===== config.mk =====
export PLATFORM = sky130hd
export DESIGN_NAME = ir_decode_queue
export DESIGN_NICKNAME = d
export VERILOG_FILES = /design/src/rtl/ir_pkg.sv /design/src/rtl/ir_field_decode.sv /design/src/rtl/ir_decode_queue.sv
export SDC_FILE = /design/constraint.sdc
export NUM_CORES = 1
export LEC_CHECK = 0
export ABC_AREA = 1
export CORE_MARGIN = 2
export CORE_UTILIZATION = 30
export CTS_CLUSTER_SIZE = 25
export DETAILED_ROUTE_END_ITERATION = 7
export PLACE_DENSITY = 0.45
export SLEW_MARGIN = 5
export SYNTH_ARGS = -nofsm -noshare
export SYNTH_HDL_FRONTEND = slang
export SYNTH_SLANG_ARGS = --single-unit

===== constraint.sdc =====
create_clock -name clk -period 3.85 [get_ports clk]
set_clock_uncertainty 0.05 [all_clocks]
set_input_delay 0.77 -clock clk [delete_from_list [all_inputs] [get_ports clk]]
set_output_delay 0.77 -clock clk [all_outputs]
set_load 0.005 [all_outputs]

===== src/rtl/ir_pkg.sv =====
// Shared types and constants for the instruction-register decode queue.
package ir_pkg;

  localparam logic [1:0] FMT_ALU = 2'b11;
  localparam logic [1:0] FMT_LD  = 2'b00;
  localparam logic [1:0] FMT_ST  = 2'b01;
  localparam logic [1:0] FMT_BR  = 2'b10;

  localparam logic [3:0] FC_LD = 4'h0;
  localparam logic [3:0] FC_ST = 4'h1;

  // Stored displacement width; the queue presents the low DW bits (DW <= 16).
  localparam int IR_D_W = 16;

  typedef struct packed {
    logic [1:0]        fmt;
    logic [2:0]        ar;
    logic [2:0]        br;
    logic [3:0]        fcode;
    logic [IR_D_W-1:0] d;
  } ir_entry_t;

endpackage


===== src/rtl/ir_field_decode.sv =====
// Combinational instruction-word decoder on the push path.
// IR_SIGN_EXT_EN: sign-extend the 8-bit displacement of formats 00/01/10.
module ir_field_decode
  import ir_pkg::*;
(
  input  logic [15:0] instr,
  output ir_entry_t   entry
);

  logic [IR_D_W-1:0] ext_d;

`ifdef IR_SIGN_EXT_EN
  assign ext_d = {{(IR_D_W-8){instr[7]}}, instr[7:0]};
`else
  assign ext_d = {{(IR_D_W-8){1'b0}}, instr[7:0]};
`endif

  always_comb begin
    entry       = '0;
    entry.fmt   = instr[15:14];
    entry.ar    = instr[13:11];
    entry.br    = instr[10:8];
    entry.d     = ext_d;
    case (instr[15:14])
      FMT_ALU: begin
        entry.fcode = instr[7:4];
        entry.d     = {{(IR_D_W-4){1'b0}}, instr[3:0]};
      end
      FMT_LD:  entry.fcode = FC_LD;
      FMT_ST:  entry.fcode = FC_ST;
      FMT_BR: begin
        entry.ar    = 3'b000;
        entry.fcode = {1'b0, instr[13:11]};
      end
      default: ;
    endcase
  end

endmodule


===== src/rtl/ir_decode_queue.sv =====
// Decode-at-push instruction queue with valid/ready on both sides and branch flush.
// Optional IR_SIGN_EXT_EN (see ir_field_decode) selects signed displacements.
module ir_decode_queue
  import ir_pkg::*;
#(
  parameter int DEPTH = 4,
  parameter int DW    = 16
) (
  input  logic                         clk,
  input  logic                         rst,
  input  logic                         in_valid,
  input  logic [15:0]                  in_instr,
  output logic                         in_ready,
  input  logic                         flush,
  input  logic                         out_ready,
  output logic                         out_valid,
  output logic [1:0]                   out_fmt,
  output logic [2:0]                   out_ar,
  output logic [2:0]                   out_br,
  output logic [3:0]                   out_fcode,
  output logic [DW-1:0]                out_d,
  output logic [$clog2(DEPTH+1)-1:0]   count
);

  localparam int CW = $clog2(DEPTH+1);
  localparam int PW = $clog2(DEPTH);

  ir_entry_t       mem [DEPTH];
  ir_entry_t       dec;
  ir_entry_t       head;
  logic [PW-1:0]   wr_ptr;
  logic [PW-1:0]   rd_ptr;
  logic            push;
  logic            pop;

  ir_field_decode u_decode (
    .instr (in_instr),
    .entry (dec)
  );

  assign in_ready  = (count != CW'(DEPTH));
  assign out_valid = (count != '0);
  // A flush wins over both handshakes in the same cycle.
  assign push = in_valid & in_ready & ~flush;
  assign pop  = out_valid & out_ready & ~flush;

  always_ff @(posedge clk or posedge rst) begin
    if (rst) begin
      wr_ptr <= '0;
      rd_ptr <= '0;
      count  <= '0;
    end else if (flush) begin
      wr_ptr <= '0;
      rd_ptr <= '0;
      count  <= '0;
    end else begin
      if (push) wr_ptr <= wr_ptr + PW'(1);
      if (pop)  rd_ptr <= rd_ptr + PW'(1);
      case ({push, pop})
        2'b10:   count <= count + CW'(1);
        2'b01:   count <= count - CW'(1);
        default: count <= count;
      endcase
    end
  end

  always_ff @(posedge clk) begin
    if (push) mem[wr_ptr] <= dec;
  end

  // Empty queue forces all fields to zero so stale entries never leak out.
  assign head      = mem[rd_ptr];
  assign out_fmt   = out_valid ? head.fmt   : '0;
  assign out_ar    = out_valid ? head.ar    : '0;
  assign out_br    = out_valid ? head.br    : '0;
  assign out_fcode = out_valid ? head.fcode : '0;
  assign out_d     = out_valid ? head.d[DW-1:0] : '0;

endmodule


==> qor.yml <==
yosys:
  synth.top_cells.by_area: "edfxtp_1 (64%), nor2_1 (9.4%), o21ai_0 (5.8%)"
  synth.most_common_cell: "nor2_1"
  ys.flop_type: "edfxtp_1"
  seq_area_frac_synth_pct: 68.44
  synth-seq-cells: 87
  synth.distinct_cells: 28
  async_reset_ff_share_pct: 8.046
  synth_top_area_share_pct: 63.79
  netlist_instances: 336
  synth_common_cells: "nor2_1 (94), edfxtp_1 (80), o21ai_0 (44)"
  ys_warn_count: 0
  syn-cell-area_sq_um: 3766
  synth.avg_cell_area_sq_um: 11.21
  yosysTopAreaCell: "edfxtp_1"
  synth-edff-count: 80
clock_network:
  htree_num_levels: 3
  cts.sinks: 87
  clk_path_buf_depth: 2
  ctsResizeCount: 0
  clk_latency_ns: 0.33
  root_buffer: "clkbuf_16"
  cts_buffers: 9
  cts.clk_slew.worst_paths_ns: 0.06
  cts_hold_buf: 0
  postCtsSetupBuffers: 0
  cts_tree: "built"
routing:
  drt_iter0_markers: 95
  wl_per_cell_um: 14.04
  antenna_left: 0
  vias: 2418
  drc_errors: 0
  firstDrtPassIters: 4
  routed_wl_mm: 7.833
  viasPerCell: 4.333
status:
  outcome: "finished, final reports clean"
sta:
  finalCriticalPeriod_ns: 3.230
  hold_ws_ns: 0.5587
  finalHoldViolations: 0
  fmax_mhz: 309.6
  finalCritPeriodShare_pct: 83.90
  worst_slack_ns: 0.6197
  slew-limit-headroom_pct: 47.04
  final.setup.tns_ns: 0
  rsz0062_at_grt: "false"
  max_slew.worst_pin.slew_ns: 0.7935
  setup_viol: 0
  slew_viol_final: 0
cells_and_area:
  fin_cells: 558
  multiInputGateArea_sq_um: 997.2
  ff_latch_area_sq_um: 2577
  area_growth_pct: 26.78
  nets: 411
  nFillCells: 1193
  n_antenna_cell: 0
  post_route_cells_drive_above_1_share_pct: 10.77
worst_setup_path:
  path_cells: "buf_4, inv_1, nor2_1, o21ai_0, a21oi_1, clkdlybuf4s50_1"
  crit_family: "buffers and inverters"
  path_buf_inv: 3
  cp_max_fo: 22
  arrival_ns: 2.41
  r2r-start: "count[0]"
  end_kind: "primary output"
  cp-start-kind: "flip-flop"
  slowest_delay_ns: 0.55
  rrSetupSlack_ns: 1.97
  worstSetupPathType: "flip-flop to primary output"
  r2r_end: "count[2]"
  worst_path_max_delay_cell: "clkdlybuf4s50_1"
  crit_required_ns: 3.03
  reg2reg_depth: 11
power:
  p_leak_nw: 1.743
  ir_worst_vdd_v: 0.0002476
  pwr_density_cell_nw_per_um2: 656.9
  total_power_mw: 3.137
global_route:
  met3_usage_pct: 2.092
  grt-ovfl-total: 0
  grt_usage_pct: 12.49
  use_met1_pct: 16.83
  grt_antenna_before_repair: 0
  met2_usage_pct: 19.57
  grt-busiest-layer: "met2"
  grt_max_degree: 27
  grt_pass1_vias: 2390
  grt_pass1_wl_mm: 12.37
floorplan:
  dieArea_sq_um: 13470
  core_sq_um: 12110
  die_h_um: 116.0
  die_w_um: 116.0
  io_pins: 54
  start_util_pct: 31.10
  rows: 40
run:
  max-cap-violations: 0
worst_hold_path:
  min_to: "count[2]"
  hold_depth: 2
  hp-start: "count[2]"
  hp-class: "flip-flop to flip-flop"
place:
  dpl.cell_count: 542
  dp_hpwl_mm: 4.817
  dp_slack_ns: 0.9307
  place.port_buffers: 45
  gp_congestion: 0.7109
-- kinds of logic (layout without fill, tap and decap cells) --
group,count (synthesis),in the layout,share of synthesized area (%)
compound gates,72,72,10.07
xor+xnor,1,1,0.2326
fa+ha+maj,5,5,1.861
buf+inv,49,96,6.046
flops,87,87,68.44
other cells,1,8,0.09957
simple gates,121,121,13.26
-- layout make-up --
| type | count | share of cell area, % |
|---|---|---|
| well taps | 168 | 4.403 |
| clock buffers | 10 | 4.796 |
| multi-input cells | 207 | 20.89 |
| clock inverters | 6 | 2.778 |
| repair buffers | 54 | 11.11 |
| inverters | 26 | 2.044 |
| flip-flops and latches | 87 | 53.98 |
-- worst max-delay path by stage --
| stage | startpoint | end | depth (start not counted) |
|---|---|---|---|
| 2_1_floorplan | in_valid | mem[0][0] | 4 |
| 4_1_cts | rd_ptr[1] | out_d[7] | 6 |
| 3_5_place_dp | rd_ptr[1] | out_d[7] | 6 |
| 5_1_grt | rd_ptr[1] | out_fcode[0] | 6 |
| 3_3_place_gp | rd_ptr[1] | out_d[7] | 6 |
| 6_report | rd_ptr[1] | out_d[7] | 6 |
-- registers in the layout, indices dropped and copies added (netlist names) --
name / flops
mem: 80
rd_ptr: 2
wr_ptr: 2
count: 3
-- per-stage QoR --
| step | area, sq um | utilization [%] |
|---|---|---|
| 2_1_floorplan | 3792 | - |
| 3_3_place_gp | 4413 | 36.44 |
| 3_5_place_dp | 4413 | 36.44 |
| 4_1_cts | 4775 | 39.42 |
| 5_1_grt | 4775 | 39.42 |
| 6_report | 4775 | 39.42 |
-- layer usage --
metal	wire [um]	vias up
met5	0	-
met3	292	10
met4	161	0
met2	3531	51
li1	-	1215
met1	3848	1142
-- worst min-delay path, cell delays in order, from the launching register on --
cell	delay, ns
dfrtp_1	0.44
nand2_1	0.08
nand2_1	0.06
-- power by group --
| group | internal (mW) | switching, mW |
|---|---|---|
| sequential | 1.11 | 0.0557 |
| clock | 0.699 | 0.346 |
| combinational | 0.452 | 0.479 |
| total | 2.26 | 0.881 |
-- cells in the final DEF (no fill, tap or decap) --
cell type	instances
o21bai_1	1
nand2_4	2
ha_1	4
clkinvlp_4	1
clkinv_2	1
o21ai_0	44
inv_1	25
nor2_1	90
a21oi_2	1
nand3_1	1
edfxtp_1	80
buf_4	8
nand2_2	5
buf_12	1
nor2_2	5
clkbuf_16	9
o21ai_2	1
bufinv_16	4
clkdlybuf4s50_1	45
o22ai_1	2
nor2_4	1
fa_1	1
nand2_1	16
dfrtp_1	7
inv_2	1
conb_1	8
a21boi_2	1
xnor2_1	1
nand3_2	1
a21oi_1	22
clkbuf_1	1
No activity file was read; power rests on OpenSTA's default activity.
